<file path="src/rtl/pipe_hazard_ctrl.sv">
// Hazard and stall sequencer for the 5-stage MIPS pipeline: load-use interlock,
// ID redirect flush, data-memory wait freeze with watchdog, and EX forwarding selects.
module pipe_hazard_ctrl #(
    parameter int TIMEOUT = 16,
    parameter int CNT_W   = 16
) (
    input  logic             clk,
    input  logic             rst_n,
    input  logic [4:0]       id_rs,
    input  logic [4:0]       id_rt,
    input  logic             id_uses_rs,
    input  logic             id_uses_rt,
    input  logic             id_redirect,
    input  logic [4:0]       ex_rs,
    input  logic [4:0]       ex_rt,
    input  logic [4:0]       ex_rd,
    input  logic             ex_we,
    input  logic             ex_load,
    input  logic [4:0]       mem_rd,
    input  logic             mem_we,
    input  logic [4:0]       wb_rd,
    input  logic             wb_we,
    input  logic             mem_access,
    input  logic             dmem_ready,
    output logic             pc_en,
    output logic             ifid_en,
    output logic             idex_en,
    output logic             exmem_en,
    output logic             ifid_flush,
    output logic             idex_flush,
    output logic             memwb_flush,
    output logic [1:0]       fwd_a_sel,
    output logic [1:0]       fwd_b_sel,
    output logic             mem_err,
    output logic [CNT_W-1:0] stall_cycles
);

    typedef enum logic {RUN, MEMWAIT} state_e;

    state_e            state_q, state_d;
    logic [15:0]       wait_cnt_q, wait_cnt_d;
    logic              mem_err_q, mem_err_d;
    logic [CNT_W-1:0]  stall_q, stall_d;

    logic timeout;
    logic freeze;
    logic load_use;

    assign timeout  = (state_q == MEMWAIT) && (wait_cnt_q == 16'(TIMEOUT - 1));
    assign freeze   = ((state_q == RUN) && mem_access && !dmem_ready) ||
                      ((state_q == MEMWAIT) && !dmem_ready && !timeout);
    assign load_use = ex_load && ex_we && (ex_rd != 5'd0) &&
                      ((id_uses_rs && (id_rs == ex_rd)) || (id_uses_rt && (id_rt == ex_rd)));

    function automatic logic [1:0] fwd_sel(input logic [4:0] src);
        if (mem_we && (mem_rd != 5'd0) && (mem_rd == src))
            return 2'b10;
        else if (wb_we && (wb_rd != 5'd0) && (wb_rd == src))
            return 2'b01;
        else
            return 2'b00;
    endfunction

    // Pipeline controls; reset parks every stage with a bubble.
    always_comb begin
        pc_en       = 1'b1;
        ifid_en     = 1'b1;
        idex_en     = 1'b1;
        exmem_en    = 1'b1;
        ifid_flush  = 1'b0;
        idex_flush  = 1'b0;
        memwb_flush = 1'b0;
        fwd_a_sel   = fwd_sel(ex_rs);
        fwd_b_sel   = fwd_sel(ex_rt);
        if (!rst_n) begin
            pc_en       = 1'b0;
            ifid_en     = 1'b0;
            idex_en     = 1'b0;
            exmem_en    = 1'b0;
            ifid_flush  = 1'b1;
            idex_flush  = 1'b1;
            memwb_flush = 1'b1;
            fwd_a_sel   = 2'b00;
            fwd_b_sel   = 2'b00;
        end else if (freeze) begin
            pc_en       = 1'b0;
            ifid_en     = 1'b0;
            idex_en     = 1'b0;
            exmem_en    = 1'b0;
            memwb_flush = 1'b1;
        end else if (load_use) begin
            pc_en      = 1'b0;
            ifid_en    = 1'b0;
            idex_flush = 1'b1;
        end else if (id_redirect) begin
            ifid_flush = 1'b1;
        end
    end

    always_comb begin
        state_d    = state_q;
        wait_cnt_d = wait_cnt_q;
        mem_err_d  = mem_err_q;
        stall_d    = stall_q;
        case (state_q)
            RUN: begin
                if (mem_access && !dmem_ready) begin
                    state_d    = MEMWAIT;
                    wait_cnt_d = 16'd0;
                end
            end
            MEMWAIT: begin
                if (dmem_ready) begin
                    state_d = RUN;
                end else if (timeout) begin
                    state_d   = RUN;
                    mem_err_d = 1'b1;
                end else begin
                    wait_cnt_d = wait_cnt_q + 16'd1;
                end
            end
            default: state_d = RUN;
        endcase
        if (!pc_en && (stall_q != {CNT_W{1'b1}}))
            stall_d = stall_q + 1'b1;
    end

    always_ff @(posedge clk or negedge rst_n) begin
        if (!rst_n) begin
            state_q    <= RUN;
            wait_cnt_q <= 16'd0;
            mem_err_q  <= 1'b0;
            stall_q    <= '0;
        end else begin
            state_q    <= state_d;
            wait_cnt_q <= wait_cnt_d;
            mem_err_q  <= mem_err_d;
            stall_q    <= stall_d;
        end
    end

    assign mem_err      = mem_err_q;
    assign stall_cycles = stall_q;

endmodule
</file>
<file path="config.mk">
export PLATFORM = sky130hd
export DESIGN_NAME = pipe_hazard_ctrl
export DESIGN_NICKNAME = d
export VERILOG_FILES = /design/src/rtl/pipe_hazard_ctrl.sv
export SDC_FILE = /design/constraint.sdc
export NUM_CORES = 1
export LEC_CHECK = 0
export ABC_AREA = 1
export CORE_ASPECT_RATIO = 1.25
export CORE_MARGIN = 2
export CORE_UTILIZATION = 30
export DETAILED_ROUTE_END_ITERATION = 7
export PLACE_DENSITY = 0.65
export SYNTH_ARGS = -nofsm -noshare
export SYNTH_HDL_FRONTEND = slang
export SYNTH_SLANG_ARGS = --single-unit
</file>
<file path="constraint.sdc">
create_clock -name clk -period 5 [get_ports clk]
set_input_delay 0.75 -clock clk [delete_from_list [all_inputs] [get_ports clk]]
set_output_delay 0.75 -clock clk [all_outputs]
set_load 0.03 [all_outputs]
</file>
==> results.ini, run 1 <==
[run_status]
outcome=complete, no violations

[setup_path]
cp_common_cell=sky130_fd_sc_hd__nand2_1
worst_path_max_delay_cell=sky130_fd_sc_hd__clkdlybuf4s50_1
reg2reg_to=stall_cycles[7]
critical_path_required_ns=4.25
critPathTopFamily=buffers and inverters
path_buf_inv=2
rr_worst_depth=9
crit_path_cell_chain=ha_1 > nand2_1 > nor2_4 > nand3_2 > nand2_1 > inv_2 > o21ai_1 > clkdlybuf4s50_1
crit_type=register to output port
setup.worst_path.start_class=register
worstPathMaxFanout=27
crit_arrival_ns=2.85
rrSetupSlack_ns=2.86
rr_startpoint=wait_cnt_q[0]
setup.worst_path.end_class=output port
critical-path-max-stage-delay_ns=0.70

[die]
initial_core_utilization=0.3050
chipWidth_um=87.43
row_count=38
dieArea_mm2=0.009467
height_of_the_die_um=108.3
ios=74
core_region_area_mm2=0.008558

[timing]
fin_skew_ns=0.006675
hold_viol_final=0
worst_pin_slew_ns=0.5602
setup_viol=0
fin_setup_tns_ns=0
max_freq_ghz=0.2781
min_period_over_period=0.7193
rsz0062_at_grt=false
layout_min_cycle_time_ns=3.596
final_critical_path_setup_slack_ns=1.404
whs_ns=0.4829
timing.max_slew.rel_slack=0.6237
timing.final.max_slew_violations=0

[power]
power.static_leakage_nw=1.579
power_internal_uw=525.7
power.total_uw=819.0
share_of_total_power_in_combinational_logic=0.327
p_switching_uw=293.4
power.density_cell_area_mw_per_mm2=234.0
power_switching_share=0.3582
vdd_drop_max_mv=0.1829
power.sequential.fraction=0.423
pwr-share-clk=0.250

[placed_design]
placed_cells=553
routabilityCongestion=0.9286
detailedPlace.worstSlack_ns=1.380
dpl.hpwl_um=5668
detailed_place.area_mm2=0.003418
port_buffers=73

[final_layout]
final_cell_mix=sky130_fd_sc_hd__nand2_1, sky130_fd_sc_hd__clkdlybuf4s50_1, sky130_fd_sc_hd__inv_1
share_of_final_layout_standard_cells_stronger_than_drive_strength_1=0.04575
antenna_cells=0
seq_area_um2=850.8
finish.net_count=508
fin_util=0.4091
fill_cells=907
finalInstanceArea_mm2=0.003501
multi_input_combinational_cell_area_mm2=0.001544
finish.cell_count_without_fillers=559
final_common_cell=sky130_fd_sc_hd__nand2_1
layout_overhead_on_the_synthesized_area_pct=34.13

[min_path]
timing.hold.worst.start=mem_err
min_to=mem_err
worst_hold_path.num_cells=1
worst_hold_path_type=register to register

[global_route]
grt_pass1_wl_um=12050
grt_antenna_before_repair=0
gr-total-overflow=0
grt_usage=0.1589
grt_max_degree=38
grt_pass1_vias=2711

[synthesis]
number_of_library_cell_types_mapped_by_synthesis=33
synth_top_area_frac=0.3260
post-synth-top-area-cell=sky130_fd_sc_hd__dfrtp_1
syn_inst_count=387
sequential_area_share_after_synthesis=0.3260
netlist_top_cells_area=sky130_fd_sc_hd__dfrtp_1, sky130_fd_sc_hd__nand2_1, sky130_fd_sc_hd__nand3_1, sky130_fd_sc_hd__inv_1, sky130_fd_sc_hd__xnor2_1
synth_nets=435
synth-seq-cells=34
post_synth.cell_area_avg_um2=6.744
yosysWarnings=0
synthesis.area_mm2=0.002610

[clocking]
post-cts-setup-buffers=0
ctsResizeCount=0
clock_latency_ns=0.29
hold_buffers=0
clkTransAtPathRegs_ns=0.07
clk_path_buf_depth=2
cts-root-buf=sky130_fd_sc_hd__clkbuf_8
tritoncts=built
clock_tree.htree_level_count=2
cts.sinks=34
cts_made_buffers=5

[detailed_routing]
detailed_router_iteration_count_before_antenna_repair=4
drc=0
antenna_violating_nets_post_route=0
drt_iter0_drc=128
routed_wl_um=7190
vias=2764
drt-vias-per-instance=4.945
routed_wire_length_per_instance_um=12.86

[job]
max_cap_viol_count=0

[synth_stat cells (all sizes together)]
cell and count:
a21oi 9, and2 1, buf 8, dfrtp 34
ha 2, inv 44, nand2 116, nand3 40
nand3b 2, nand4 22, nor2 38, nor3 15
nor3b 2, nor4 2, o21ai 18, o21bai 2
o22ai 2, o31ai 1, or2 1, xnor2 16
xor2 12
[per-layer routing]
| metal | routed length (um) | track usage | vias up |
|---|---|---|---|
| met5 | 0 | 0 | - |
| met4 | 171 | 0.05714 | 0 |
| met3 | 217 | 0.03053 | 15 |
| met2 | 3890 | 0.2906 | 50 |
| met1 | 2911 | 0.1804 | 1294 |
| li1 | - | - | 1405 |
[kinds of logic (layout without fill, tap and decap cells)]
logic type,Yosys count,after routing,synth area share
simple gates,239,239,0.4214
buf+inv,52,124,0.08245
fa+ha+maj,2,2,0.009586
flops,34,34,0.3260
compound gates,32,32,0.06663
xor+xnor,28,28,0.09396
[area by class of cell]
class | instances | area share
timing repair buffer | 74 | 0.2094
multi-input combinational | 301 | 0.4410
clock buffer | 6 | 0.02359
tap | 100 | 0.03574
inverter | 44 | 0.04718
sequential | 34 | 0.2430
[power by group through the flow]
stage | clock, mW | sequential, mW | combinational (mW)
floorplan | 0 | 0.379 | 0.113
finish | 0.205 | 0.346 | 0.268
CTS | 0.212 | 0.346 | 0.270
global placement | 0 | 0.350 | 0.264
global route | 0.222 | 0.352 | 0.293
detailed placement | 0 | 0.351 | 0.268
[worst max-delay path by stage]
| stage | startpoint | end | slack (ns) | cells past startpoint |
|---|---|---|---|---|
| final | wait_cnt_q[0] | idex_flush | 1.40 | 8 |
| after global routing | wait_cnt_q[0] | idex_flush | 1.19 | 8 |
| after CTS | rst_n | ifid_en | 1.37 | 7 |
| after detailed placement | rst_n | ifid_en | 1.38 | 7 |
| after global placement | ex_rd[1] | ifid_en | 1.44 | 11 |
| after floorplan | wait_cnt_q[0] | pc_en | 2.02 | 9 |
[state kept, by name (all words and copies together) (netlist names)]
name / flops
stall_cycles: 16
wait_cnt_q: 16
mem_err: 1
state_q: 1
Note: power is estimated with default switching activity, not from simulation.
==> run 2: changes to the inputs <==
==> constraint.sdc (replaced) <==
create_clock -name clk -period 3.53 [get_ports clk]
set_input_delay 0.5295 -clock clk [delete_from_list [all_inputs] [get_ports clk]]
set_output_delay 0.5295 -clock clk [all_outputs]
set_load 0.03 [all_outputs]
==> run 2 against run 1 <==
  * Clock power increased by 45%
  * Via count down 2.1%
  * First-iteration DRC count grew 12%
  * Register-to-register slack worse by 1.5 ns
  * Total power is 42% higher
  * Critical path depth stayed put
  * Highest routed layer unchanged
==> results.ini, run 2 (synthesis results as in run 1) <==
[final_layout]
layout_overhead_on_the_synthesized_area_pct=35.33
multi_input_combinational_cell_area_mm2=0.001544
antenna_cells=0
seq_area_um2=850.8
final_cell_mix=sky130_fd_sc_hd__nand2_1, sky130_fd_sc_hd__clkdlybuf4s50_1, sky130_fd_sc_hd__inv_1
final_common_cell=sky130_fd_sc_hd__nand2_1
fill_cells=868
finish.net_count=511
share_of_final_layout_standard_cells_stronger_than_drive_strength_1=0.05388

[setup_path]
crit_type=register to output port
crit_arrival_ns=2.55
rr_worst_depth=10
rr_startpoint=wait_cnt_q[0]
worst_path_max_delay_cell=sky130_fd_sc_hd__clkdlybuf4s50_1
crit_path_cell_chain=ha_1 > nand2_1 > nor2_4 > nand3_2 > a21oi_2 > nand2_2 > inv_1 > clkdlybuf4s50_1
worst_setup_path_startpoint=wait_cnt_q[0]
setup.worst_path.end_class=output port
worstPathMaxFanout=6
critPathTopFamily=buffers and inverters
worst_setup_path_endpoint=pc_en
critical_path_required_ns=3.00
rrSetupSlack_ns=1.41
reg2reg_to=stall_cycles[3]
path_buf_inv=2
setup.worst_path.start_class=register
critical-path-max-stage-delay_ns=0.67
path_depth=8

[timing]
min_period_over_period=0.8735
rsz0062_at_grt=false
setup_viol=0
hold_viol_final=0
max_freq_ghz=0.3243
final_critical_path_setup_slack_ns=0.4467
fin_skew_ns=0.009312
timing.final.max_slew_violations=0
timing.max_slew.rel_slack=0.6752
fin_setup_tns_ns=0
worst_pin_slew_ns=0.4835
layout_min_cycle_time_ns=3.083

[placed_design]
detailedPlace.worstSlack_ns=0.5982
routabilityCongestion=0.8782
dpl.hpwl_um=5542
port_buffers=73

[die]
row_count=38
ios=74
height_of_the_die_um=108.3
initial_core_utilization=0.3050
dieArea_mm2=0.009467
core_region_area_mm2=0.008558
chipWidth_um=87.43

[clocking]
post-cts-setup-buffers=0
tritoncts=built
ctsResizeCount=0
hold_buffers=0
clock_tree.htree_level_count=2
cts.sinks=34
cts-root-buf=sky130_fd_sc_hd__clkbuf_8
clkTransAtPathRegs_ns=0.07
clock_latency_ns=0.28
cts_made_buffers=5
clk_path_buf_depth=2

[run_status]
outcome=complete, no violations

[power]
vdd_drop_max_mv=0.2612
power.density_cell_area_mw_per_mm2=329.9
power.static_leakage_nw=1.599
power.total_mw=1.165

[detailed_routing]
vias=2707
routed_wl_um=7058
drc=0
drt_iter0_drc=143
routed_wire_length_per_instance_um=12.51
detailed_router_iteration_count_before_antenna_repair=4
drt-vias-per-instance=4.800
antenna_violating_nets_post_route=0

[min_path]
worst_hold_path_type=input port to asynchronous set/reset pin

[global_route]
grt_antenna_before_repair=0
grt_max_degree=37
gr-total-overflow=0
grt_pass1_vias=2537
grt_pass1_wl_um=11830
grt_usage=0.1545

[job]
max_cap_viol_count=0

==> run 2: changes by cell type in the layout (fill, tap and decap cells not counted) <==
| cell | delta |
|---|---|
| sky130_fd_sc_hd__clkinv_2 | +1 |
| sky130_fd_sc_hd__clkbuf_1 | +1 |
| sky130_fd_sc_hd__buf_4 | +3 |
==> run 2: cell type report <==
type	count	share of cell area
clock buffer	7	0.02444
clock inverter	1	0.001417
inverter	44	0.04676
multi-input combinational	301	0.4371
sequential	34	0.2409
tap	100	0.03542
timing repair buffer	77	0.2140
==> run 2: routing by layer <==
layer | global-route usage | vias up | share of wire
met2 | 0.2695 | 45 | 0.52
li1 | - | 1413 | -
met5 | 0 | - | 0
met4 | 0.04396 | 0 | 0.0088
met1 | 0.1932 | 1245 | 0.44
met3 | 0.02748 | 4 | 0.030
==> run 2: worst register-to-register path: stages (launching register included) <==
cell and delay (ns):
sky130_fd_sc_hd__dfrtp_1 0.39, sky130_fd_sc_hd__ha_1 0.27, sky130_fd_sc_hd__nand2_1 0.13, sky130_fd_sc_hd__nor2_4 0.17, sky130_fd_sc_hd__nand3_2 0.14, sky130_fd_sc_hd__a21oi_2 0.27, sky130_fd_sc_hd__nand2_2 0.13, sky130_fd_sc_hd__buf_4 0.23
sky130_fd_sc_hd__nand2_4 0.18, sky130_fd_sc_hd__nand2_1 0.07, sky130_fd_sc_hd__nand2_1 0.06
==> run 2: how the worst min path moves through the flow <==
stage,start,to,slack [ns]
after CTS,rst_n,stall_cycles[13],0.31
after detailed placement,mem_err,mem_err,0.47
after global placement,mem_err,mem_err,0.47
after global routing,rst_n,wait_cnt_q[0],0.32
final,rst_n,stall_cycles[13],0.30
after floorplan,rst_n,mem_err,0.23
==> run 2: report_power, final <==
| part | total, mW | internal [mW] | leakage, nW | switching [mW] |
|---|---|---|---|---|
| combinational | 0.382 | 0.173 | 1.09 | 0.209 |
| sequential | 0.487 | 0.424 | 0.462 | 0.0625 |
| clock | 0.297 | 0.157 | 0.0482 | 0.139 |
==> run 2: metrics by stage <==
stage	instance area, um2	utilization	hold slack [ns]	std cells
6_report	3532	0.4127	0.2965	564
5_1_grt	3532	0.4127	0.3241	564
4_1_cts	3532	0.4127	0.3100	564
3_5_place_dp	3441	0.4020	0.4682	556
3_3_place_gp	3441	0.4020	0.4680	556
2_1_floorplan	2610	-	0.2339	387
==> run 3: changes to the inputs <==
--- a/config.mk
+++ b/config.mk
@@ -10,6 +10,7 @@
 export CORE_MARGIN = 2
 export CORE_UTILIZATION = 30
 export DETAILED_ROUTE_END_ITERATION = 7
+export GPL_ROUTABILITY_DRIVEN = 0
 export PLACE_DENSITY = 0.65
 export SYNTH_ARGS = -nofsm -noshare
 export SYNTH_HDL_FRONTEND = slang
==> constraint.sdc (replaced) <==
create_clock -name clk -period 3.9 [get_ports clk]
set_input_delay 0.585 -clock clk [delete_from_list [all_inputs] [get_ports clk]]
set_output_delay 0.585 -clock clk [all_outputs]
set_load 0.03 [all_outputs]
==> run 3 against run 2 <==
  * Wire length rose by 2.4%
  * Sequential share of layout area rose by 0.14 points
  * Clock skew barely moved
  * Non-clock buffer count fell by 1
  * Via count rose by 1.7%
  * Combinational power fell by 9.4%
  * Clock power fell by 17%
  * Worst hold slack improved by 0.051 ns
  * Clock-buffer cell count fell by 2
  * Final cell count fell by 0.35%
  * Flip-flop and latch count did not move
  * Die area did not move
  * Critical endpoint unchanged
==> results.ini, run 3 (synthesis results as in run 1) <==
[die]
initial_core_utilization=0.3050
core_region_area_mm2=0.008558
row_count=38
ios=74
height_of_the_die_um=108.3
dieArea_mm2=0.009467
chipWidth_um=87.43

[detailed_routing]
routed_wl_um=7224
vias=2753
drt_iter0_drc=142
drc=0
detailed_router_iteration_count_before_antenna_repair=4
antenna_violating_nets_post_route=0
drt-vias-per-instance=4.899
routed_wire_length_per_instance_um=12.85

[setup_path]
setup.worst_path.start_class=register
crit_arrival_ns=2.81
worstPathMaxFanout=19
crit_type=register to output port
worst_setup_path_startpoint=wait_cnt_q[0]
setup.worst_path.end_class=output port
rr_startpoint=wait_cnt_q[0]
critical_path_required_ns=3.31

[final_layout]
antenna_cells=0
final_common_cell=sky130_fd_sc_hd__nand2_1
layout_overhead_on_the_synthesized_area_pct=34.56
fill_cells=915
finish.net_count=510
share_of_final_layout_standard_cells_stronger_than_drive_strength_1=0.05195
final_cell_mix=sky130_fd_sc_hd__nand2_1, sky130_fd_sc_hd__clkdlybuf4s50_1, sky130_fd_sc_hd__inv_1

[timing]
fin_setup_tns_ns=0
fin_skew_ns=0.008980
worst_pin_slew_ns=0.5365
min_period_over_period=0.8698
rsz0062_at_grt=false
layout_min_cycle_time_ns=3.392
timing.max_slew.rel_slack=0.6396
setup_viol=0
max_freq_ghz=0.2948
timing.final.max_slew_violations=0
hold_viol_final=0
whs_ns=0.3470

[power]
power.density_cell_area_mw_per_mm2=293.9
power.static_leakage_nw=1.590
power.total_mw=1.032
vdd_drop_max_mv=0.3045

[global_route]
grt_pass1_wl_um=12220
grt_usage=0.1610
grt_pass1_vias=2669
grt_antenna_before_repair=0
grt_max_degree=37
gr-total-overflow=0

[min_path]
worst_hold_path_type=input port to asynchronous set/reset pin

[clocking]
post-cts-setup-buffers=0
tritoncts=built
hold_buffers=0
cts-root-buf=sky130_fd_sc_hd__clkbuf_8
clkTransAtPathRegs_ns=0.07
clk_path_buf_depth=2
cts_made_buffers=5
ctsResizeCount=0
cts.sinks=34
clock_tree.htree_level_count=2
clock_latency_ns=0.29

[placed_design]
port_buffers=73
dpl.hpwl_um=5677

[job]
max_cap_viol_count=0

[run_status]
outcome=complete, no violations

run 3: cell count changes in the layout (fill, tap and decap cells not counted):
cell	before	now
sky130_fd_sc_hd__buf_4	4	3
sky130_fd_sc_hd__clkbuf_8	6	5
sky130_fd_sc_hd__clkbuf_1	1	0
sky130_fd_sc_hd__clkinv_2	1	2
run 3: final timing paths:
| check | endpoint | cells after the start | slack, ns |
|---|---|---|---|
| max in group asynchronous | wait_cnt_q[11] | 2 | 3.21 |
| min reg2reg | mem_err | 1 | 0.48 |
| max reg2reg | stall_cycles[8] | 9 | 1.75 |
| min in group clk | mem_err | 1 | 0.48 |
| min | wait_cnt_q[9] | 2 | 0.35 |
| max | pc_en | 8 | 0.51 |
run 3: metal layers:
layer | wire length, um | part of all wire | global-route usage | vias to the layer above
met5 | 0 | 0 | 0 | -
met4 | 20 | 0.0028 | 0.03407 | 0
met3 | 234 | 0.032 | 0.02977 | 2
met2 | 3964 | 0.55 | 0.3036 | 56
met1 | 3004 | 0.42 | 0.1858 | 1284
li1 | - | - | - | 1411
run 3: critical path: stages, from the launching register on:
cell                              delay (ns)
sky130_fd_sc_hd__dfrtp_1                0.41
sky130_fd_sc_hd__ha_1                   0.27
sky130_fd_sc_hd__nand2_1                0.13
sky130_fd_sc_hd__nor2_4                 0.17
sky130_fd_sc_hd__nand3_2                0.13
sky130_fd_sc_hd__a21oi_2                0.27
sky130_fd_sc_hd__nand2_2                0.30
sky130_fd_sc_hd__inv_1                  0.16
sky130_fd_sc_hd__clkdlybuf4s50_1        0.69
run 3: layout make-up:
| class | count | area [um2] | share of cell area |
|---|---|---|---|
| Multi-Input combinational cell | 301 | 1544 | 0.4396 |
| Sequential cell | 34 | 850.8 | 0.2423 |
| Timing Repair Buffer | 76 | 748.2 | 0.2130 |
| Inverter | 44 | 165.2 | 0.04703 |
| Tap cell | 100 | 125.1 | 0.03563 |
| Clock buffer | 5 | 68.82 | 0.01959 |
| Clock inverter | 2 | 10.01 | 0.002850 |
run 3: report_power, final:
part | leakage (nW) | switching [mW] | internal (mW)
clock network | 0.0438 | 0.127 | 0.120
logic | 1.08 | 0.191 | 0.156
registers | 0.462 | 0.0556 | 0.384
run 3: stage by stage:
| stage | setup WS [ns] | std cells | area (um2) | utilization |
|---|---|---|---|---|
| floorplan | 1.089 | 387 | 2610 | - |
| finish | 0.5079 | 562 | 3512 | 0.4104 |
| global placement | 0.6950 | 555 | 3433 | 0.4012 |
| CTS | 0.4560 | 562 | 3512 | 0.4104 |
| detailed placement | 0.6360 | 555 | 3433 | 0.4012 |
| global route | 0.3178 | 562 | 3512 | 0.4104 |
